File: src/rtl/register_bank_io_pkg.sv
// Shared types and constants for the register_bank_io read/write bridge.
package register_bank_io_pkg;

  typedef enum logic [1:0] {
    IDLE = 2'd0,
    EXEC = 2'd1,
    ACK  = 2'd2
  } state_t;

  localparam int DEF_ADDR_W     = 7;
  localparam int DEF_DATA_W     = 32;
  localparam int DEF_NUM_RO     = 44;
  localparam int DEF_NUM_LOCAL  = 8;
  localparam int DEF_LOCAL_BASE = 50;

  // Wide enough for any sane DATA_W; users slice off the low DATA_W bits.
  localparam int MAX_DATA_W = 1024;
  localparam logic [MAX_DATA_W-1:0] UNMAPPED_WORD = '1;

endpackage

File: src/rtl/register_bank_io_local_setting_reg.sv
// local_setting_reg: one writable setting register, loaded when the settings
// write fires at its own address; synchronous active-low clear.
module local_setting_reg
  import register_bank_io_pkg::*;
#(
  parameter int ADDR_W     = DEF_ADDR_W,
  parameter int DATA_W     = DEF_DATA_W,
  parameter int MATCH_ADDR = DEF_LOCAL_BASE
) (
  input  logic              clk,
  input  logic              reset,
  input  logic              wr_en,
  input  logic [ADDR_W-1:0] wr_addr,
  input  logic [DATA_W-1:0] wr_data,
  output logic [DATA_W-1:0] q
);

  localparam logic [ADDR_W-1:0] MATCH = ADDR_W'(MATCH_ADDR);

  always_ff @(posedge clk) begin
    if (!reset) begin
      q <= '0;
    end else if (wr_en && (wr_addr == MATCH)) begin
      q <= wr_data;
    end
  end

endmodule

File: src/rtl/register_bank_io.sv
// Register read/write bridge: RO status bank + local settings bank, writes forwarded
// to the settings bus. Local readback enabled by `REGISTER_BANK_IO_READBACK_EN.
//   state | meaning
//   IDLE  | waiting for req; latches rd/addr/datain on acceptance
//   EXEC  | decode: register read data, or fire settings-bus write
//   ACK   | ack/err presented for one cycle, busy still high
module register_bank_io
  import register_bank_io_pkg::*;
#(
  parameter int ADDR_W     = DEF_ADDR_W,
  parameter int DATA_W     = DEF_DATA_W,
  parameter int NUM_RO     = DEF_NUM_RO,
  parameter int NUM_LOCAL  = DEF_NUM_LOCAL,
  parameter int LOCAL_BASE = DEF_LOCAL_BASE
) (
  input  logic                        clk,
  input  logic                        reset,
  input  logic                        req,
  input  logic                        rd,
  input  logic [ADDR_W-1:0]           addr,
  input  logic [DATA_W-1:0]           datain,
  output logic                        ack,
  output logic [DATA_W-1:0]           dataout,
  output logic                        err,
  output logic                        busy,
  input  logic [NUM_RO*DATA_W-1:0]    ro_bus,
  output logic [ADDR_W-1:0]           addr_wr,
  output logic [DATA_W-1:0]           data_wr,
  output logic                        strobe_wr,
  output logic [NUM_LOCAL*DATA_W-1:0] local_out
);

  state_t state, state_nxt;

  logic                        lat_rd;
  logic [ADDR_W-1:0]           lat_addr;
  logic [DATA_W-1:0]           lat_data;
  logic                        accept;
  logic                        exec_rd;
  logic                        exec_wr;
  logic                        in_local;
  logic [31:0]                 addr_ext;
  logic [DATA_W-1:0]           rd_word;
  logic [NUM_LOCAL*DATA_W-1:0] local_q;

  always_ff @(posedge clk) begin
    if (!reset) begin
      state <= IDLE;
    end else begin
      state <= state_nxt;
    end
  end

  always_comb begin
    state_nxt = state;
    accept    = 1'b0;
    exec_rd   = 1'b0;
    exec_wr   = 1'b0;
    case (state)
      IDLE: begin
        if (req) begin
          accept    = 1'b1;
          state_nxt = EXEC;
        end
      end
      EXEC: begin
        exec_rd   = lat_rd;
        exec_wr   = !lat_rd;
        state_nxt = ACK;
      end
      ACK:     state_nxt = IDLE;
      default: state_nxt = IDLE;
    endcase
  end

  assign busy = (state != IDLE);

  always_ff @(posedge clk) begin
    if (!reset) begin
      lat_rd   <= 1'b0;
      lat_addr <= '0;
      lat_data <= '0;
    end else if (accept) begin
      lat_rd   <= rd;
      lat_addr <= addr;
      lat_data <= datain;
    end
  end

  assign addr_ext = 32'(lat_addr);
  assign in_local = (addr_ext >= 32'(LOCAL_BASE)) &&
                    (addr_ext <  32'(LOCAL_BASE + NUM_LOCAL));

  // Later matches override earlier ones, so the local bank wins over RO on overlap.
  always_comb begin
    rd_word = UNMAPPED_WORD[DATA_W-1:0];
    for (int k = 0; k < NUM_RO; k++) begin
      if (addr_ext == 32'(k)) begin
        rd_word = ro_bus[k*DATA_W +: DATA_W];
      end
    end
`ifdef REGISTER_BANK_IO_READBACK_EN
    for (int j = 0; j < NUM_LOCAL; j++) begin
      if (addr_ext == 32'(LOCAL_BASE + j)) begin
        rd_word = local_q[j*DATA_W +: DATA_W];
      end
    end
`endif
  end

  // Writes into the local range (overlap included) are legal; everything else is flagged.
  always_ff @(posedge clk) begin
    if (!reset) begin
      ack       <= 1'b0;
      err       <= 1'b0;
      dataout   <= '0;
      strobe_wr <= 1'b0;
      addr_wr   <= '0;
      data_wr   <= '0;
    end else begin
      ack       <= (state == EXEC);
      err       <= exec_wr && !in_local;
      strobe_wr <= exec_wr;
      if (exec_rd) begin
        dataout <= rd_word;
      end
      if (exec_wr) begin
        addr_wr <= lat_addr;
        data_wr <= lat_data;
      end
    end
  end

  for (genvar i = 0; i < NUM_LOCAL; i++) begin : g_local
    local_setting_reg #(
      .ADDR_W     (ADDR_W),
      .DATA_W     (DATA_W),
      .MATCH_ADDR (LOCAL_BASE + i)
    ) u_reg (
      .clk     (clk),
      .reset   (reset),
      .wr_en   (exec_wr),
      .wr_addr (lat_addr),
      .wr_data (lat_data),
      .q       (local_q[i*DATA_W +: DATA_W])
    );
  end

  assign local_out = local_q;

endmodule

File: config.mk
export PLATFORM = sky130hd
export DESIGN_NAME = register_bank_io
export DESIGN_NICKNAME = d
export VERILOG_FILES = /design/src/rtl/register_bank_io_pkg.sv /design/src/rtl/register_bank_io_local_setting_reg.sv /design/src/rtl/register_bank_io.sv
export SDC_FILE = /design/constraint.sdc
export NUM_CORES = 2
export LEC_CHECK = 0
export ABC_AREA = 1
export BUFFER_PORTS_ARGS = -buffer_cell sky130_fd_sc_hd__buf_2
export CORE_AREA = 3 3 690 692
export CTS_CLUSTER_SIZE = 40
export DETAILED_ROUTE_END_ITERATION = 10
export DIE_AREA = 0 0 693 695
export REMOVE_ABC_BUFFERS = 1
export SLEW_MARGIN = 20
export SYNTH_ARGS = -nofsm -noshare
export SYNTH_HDL_FRONTEND = slang
export SYNTH_SLANG_ARGS = --single-unit
File: constraint.sdc
create_clock -name clk -period 2.85 [get_ports clk]
set_input_delay 0.285 -clock clk [delete_from_list [all_inputs] [get_ports clk]]
set_output_delay 0.285 -clock clk [all_outputs]
set_load 0.01 [all_outputs]
==> results.sh <==
export IMPL_status="finished, violations left"
export IMPL_violations="negative setup slack"
export IMPL_seq_area_mm2=0.00747
export IMPL_cts_tree="done"
export IMPL_hold_depth=5
export IMPL_rsz0062_at_grt="true"
export IMPL_layout_drive_gt1_share=0.507
export IMPL_fmax_ghz=0.189
export IMPL_cts_buffer_depth=3
export IMPL_drc_errors=0
export IMPL_port_buffers=1781
export IMPL_ys_top_cells_by_area="dfxtp_1 29%, or2_2 14%, o21ai_0 9.8%"
export IMPL_first_pass_iters=6
export IMPL_power_density_mw_per_mm2=383
export IMPL_reg2regPathDepth=37
export IMPL_avgRoutedWirePerCell_um=28.3
export IMPL_timing_max_cap_violations=0
export IMPL_die_height_um=695
export IMPL_synth_commonest_cells="650 x nand2_1, 626 x inv_1, 604 x nor2_1"
export IMPL_finalCritPeriodShare=1.86
export IMPL_multi_input_area_mm2=0.0168
export IMPL_synth_warnings=0
export IMPL_grt_pass1_wl_mm=453
export IMPL_start_kind="register"
export IMPL_hold_class="input pin to register"
export IMPL_cts_buffers=48
export IMPL_syn_inst=4387
export IMPL_drtAntennaViolNets=0
export IMPL_final_nets=8098
export IMPL_fill_cells=55400
export IMPL_grt_ovfl_total=0
export IMPL_hold_viol_final=0
export IMPL_slew_viol_final=0
export IMPL_core_mm2=0.471
export IMPL_htreeDepth=2
export IMPL_yosys_area_top_type_share=0.285
export IMPL_dr_total_vias=41000
export IMPL_seq_area_frac_synth=0.285
export IMPL_die_area_mm2=0.482
export IMPL_grt_start_max_net_pins=98
export IMPL_numPlacedInstances=12700
export IMPL_setup_viol=32
export IMPL_max_stage_delay_ns=0.40
export IMPL_synth_area_mm2=0.0261
export IMPL_drt_total_wl_mm=373
export IMPL_reg2reg_slack_ns=-2.44
export IMPL_ys_ff_latch=372
export IMPL_critical_path_class="register to register"
export IMPL_critPathBufInv=10
export IMPL_gp_congestion=1.05
export IMPL_p_leak_nw=23.0
export IMPL_cp_slowest_cell="dfxtp_4"
export IMPL_synth_edf_count=0
export IMPL_period_minus_slack_ns=5.29
export IMPL_worst_path_stages=37
export IMPL_max_vdd_ir_drop_mv=0.400
export IMPL_crit_family="simple AND/OR/NAND/NOR gates"
export IMPL_ys_flop_type="dfxtp_1"
export IMPL_setup_slack_ns=-2.44
export IMPL_dieWidth_um=693
export IMPL_arrival_ns=5.88
export IMPL_drt_iter0_markers=3400
export IMPL_synthArstFlopShare=0
export IMPL_pre_cts_ws_ns=-3.80
export IMPL_synth_cell_type_count=31
export IMPL_via_per_inst=3.11
export IMPL_cts_reportedPaths_clkPinSlew_ns=0.07
export IMPL_syn2layout_area_growth_pct=104
export IMPL_critical_path_required_ns=3.44
export IMPL_row_count=252
export IMPL_pin_count=1782
export IMPL_worst_pin_slew_ns=1.04
export IMPL_root_buffer="clkbuf_16"
export IMPL_instances_no_fill=13200
export IMPL_dp_final_hpwl_mm=337
export IMPL_synth_top_area_cell="dfxtp_1"
export IMPL_cts_num_sinks=372
export IMPL_clkLatencyLatePin_ns=0.66
export IMPL_grt_pass1_vias=39600
export IMPL_critPathMaxFanout=4
export IMPL_antenna_found_initial=324
export IMPL_path_common_cell="nand4_1"
export IMPL_initial_core_util=0.0554
export IMPL_finClkSkew_ns=0.0379
export IMPL_yosysMostFrequentCell="nand2_1"
export IMPL_syn_avg_cell_area_um2=5.95
export IMPL_endpoint_kind="register"
export IMPL_grt_use_total=0.147
export IMPL_slew_headroom=0.305
-- sequential cells by signal (all words and copies together), names as in the netlist --
signal	flops
lat_data	32
state	2
g_local.u_reg.q	256
lat_rd	1
addr_wr	7
dataout	32
ack	1
data_wr	32
err	1
strobe_wr	1
lat_addr	7
-- final timing paths --
check,start,endpoint
worst min register to register,g_local[5].u_reg.q[7]$_SDFFE_PN0P_,g_local[5].u_reg.q[7]$_SDFFE_PN0P_
worst max register to register,lat_addr[2]$_SDFFE_PN0P_,dataout[5]$_SDFFE_PN0P_
worst max-delay path,lat_addr[2]$_SDFFE_PN0P_,dataout[5]$_SDFFE_PN0P_
worst min-delay path,ro_bus[1384],dataout[8]$_SDFFE_PN0P_
-- worst register-to-register path, delay by kind of cell (launching register included) --
kind,cells,cell delay [ns]
buffers and inverters,10,1.30
and+or+nand+nor,23,2.84
DFF,1,0.40
AOI/OAI and AO/OA,4,0.70
-- timing repair --
item | in CTS | in global routing
hold endpoints to repair | 79 | 0
hold buffers | 117 | 0
gates resized for setup | 347 | 201
endpoints found under the setup margin | 33 | 32
cloned | 1 | 0
buffers inserted | 36 | 28
pin swaps | 241 | 322
-- cells by family after synthesis --
| family | after synthesis | share of synthesized area |
|---|---|---|
| AO/OA/AOI/OAI | 850 | 0.164 |
| buffers and inverters | 928 | 0.137 |
| flip-flops | 372 | 0.285 |
| AND/OR/NAND/NOR | 2237 | 0.414 |
-- area by class of cell --
type	count	area share
Multi-Input combinational cell	3087	0.315
Timing Repair Buffer	2492	0.309
Tap cell	6223	0.146
Sequential cell	372	0.140
Inverter	646	0.0462
Clock buffer	70	0.0256
Antenna cell	262	0.0123
Clock inverter	20	0.00461
-- metrics by stage --
step | cell area [µm²] | TNS, ns | hold slack [ns] | util | total power, mW
final | 53200 | -63.83 | 0.0740 | 0.113 | 20.4
after global routing | 52900 | -72.67 | 0.0482 | 0.112 | 21.3
after CTS | 51600 | -66.85 | 0.00261 | 0.110 | 20.7
after detailed placement | 47500 | -81.33 | 0.432 | 0.101 | 13.7
after global placement | 47500 | -83.90 | 0.427 | 0.101 | 13.7
after floorplan | 24900 | -178.86 | 0.421 | - | 7.13
-- where the power goes --
part	switching (mW)	total, mW	internal [mW]
combinational	5.22	8.61	3.38
sequential	0.231	5.54	5.31
clock	2.68	6.24	3.57
-- placed cells by master, fill, tap and decap left out, drive strengths merged, types with 4 or more instances in the layout --
| master | synthesis | routed |
|---|---|---|
| nand3b | 11 | 11 |
| nand4 | 253 | 253 |
| a21oi | 312 | 312 |
| inv | 643 | 649 |
| o211ai | 4 | 4 |
| nor3 | 33 | 33 |
| nand3 | 85 | 85 |
| o22ai | 7 | 7 |
| diode | 0 | 262 |
| dfxtp | 372 | 372 |
| dlygate4sd3 | 0 | 117 |
| o21ai | 527 | 527 |
| buf | 59 | 2375 |
| or2 | 587 | 587 |
| nor2 | 609 | 609 |
| clkinv | 3 | 12 |
| nand2 | 659 | 659 |
| clkbuf | 223 | 70 |
-- metal layers --
metal / share of wire / vias to the layer above / global-route usage
met4: 0.061 / 92 / 0.0772
met1: 0.39 / 19400 / 0.169
met5: 0.0017 / - / 0
met2: 0.47 / 2193 / 0.247
li1: - / 18700 / -
met3: 0.076 / 574 / 0.0435
Note: power is estimated with default switching activity, not from simulation.
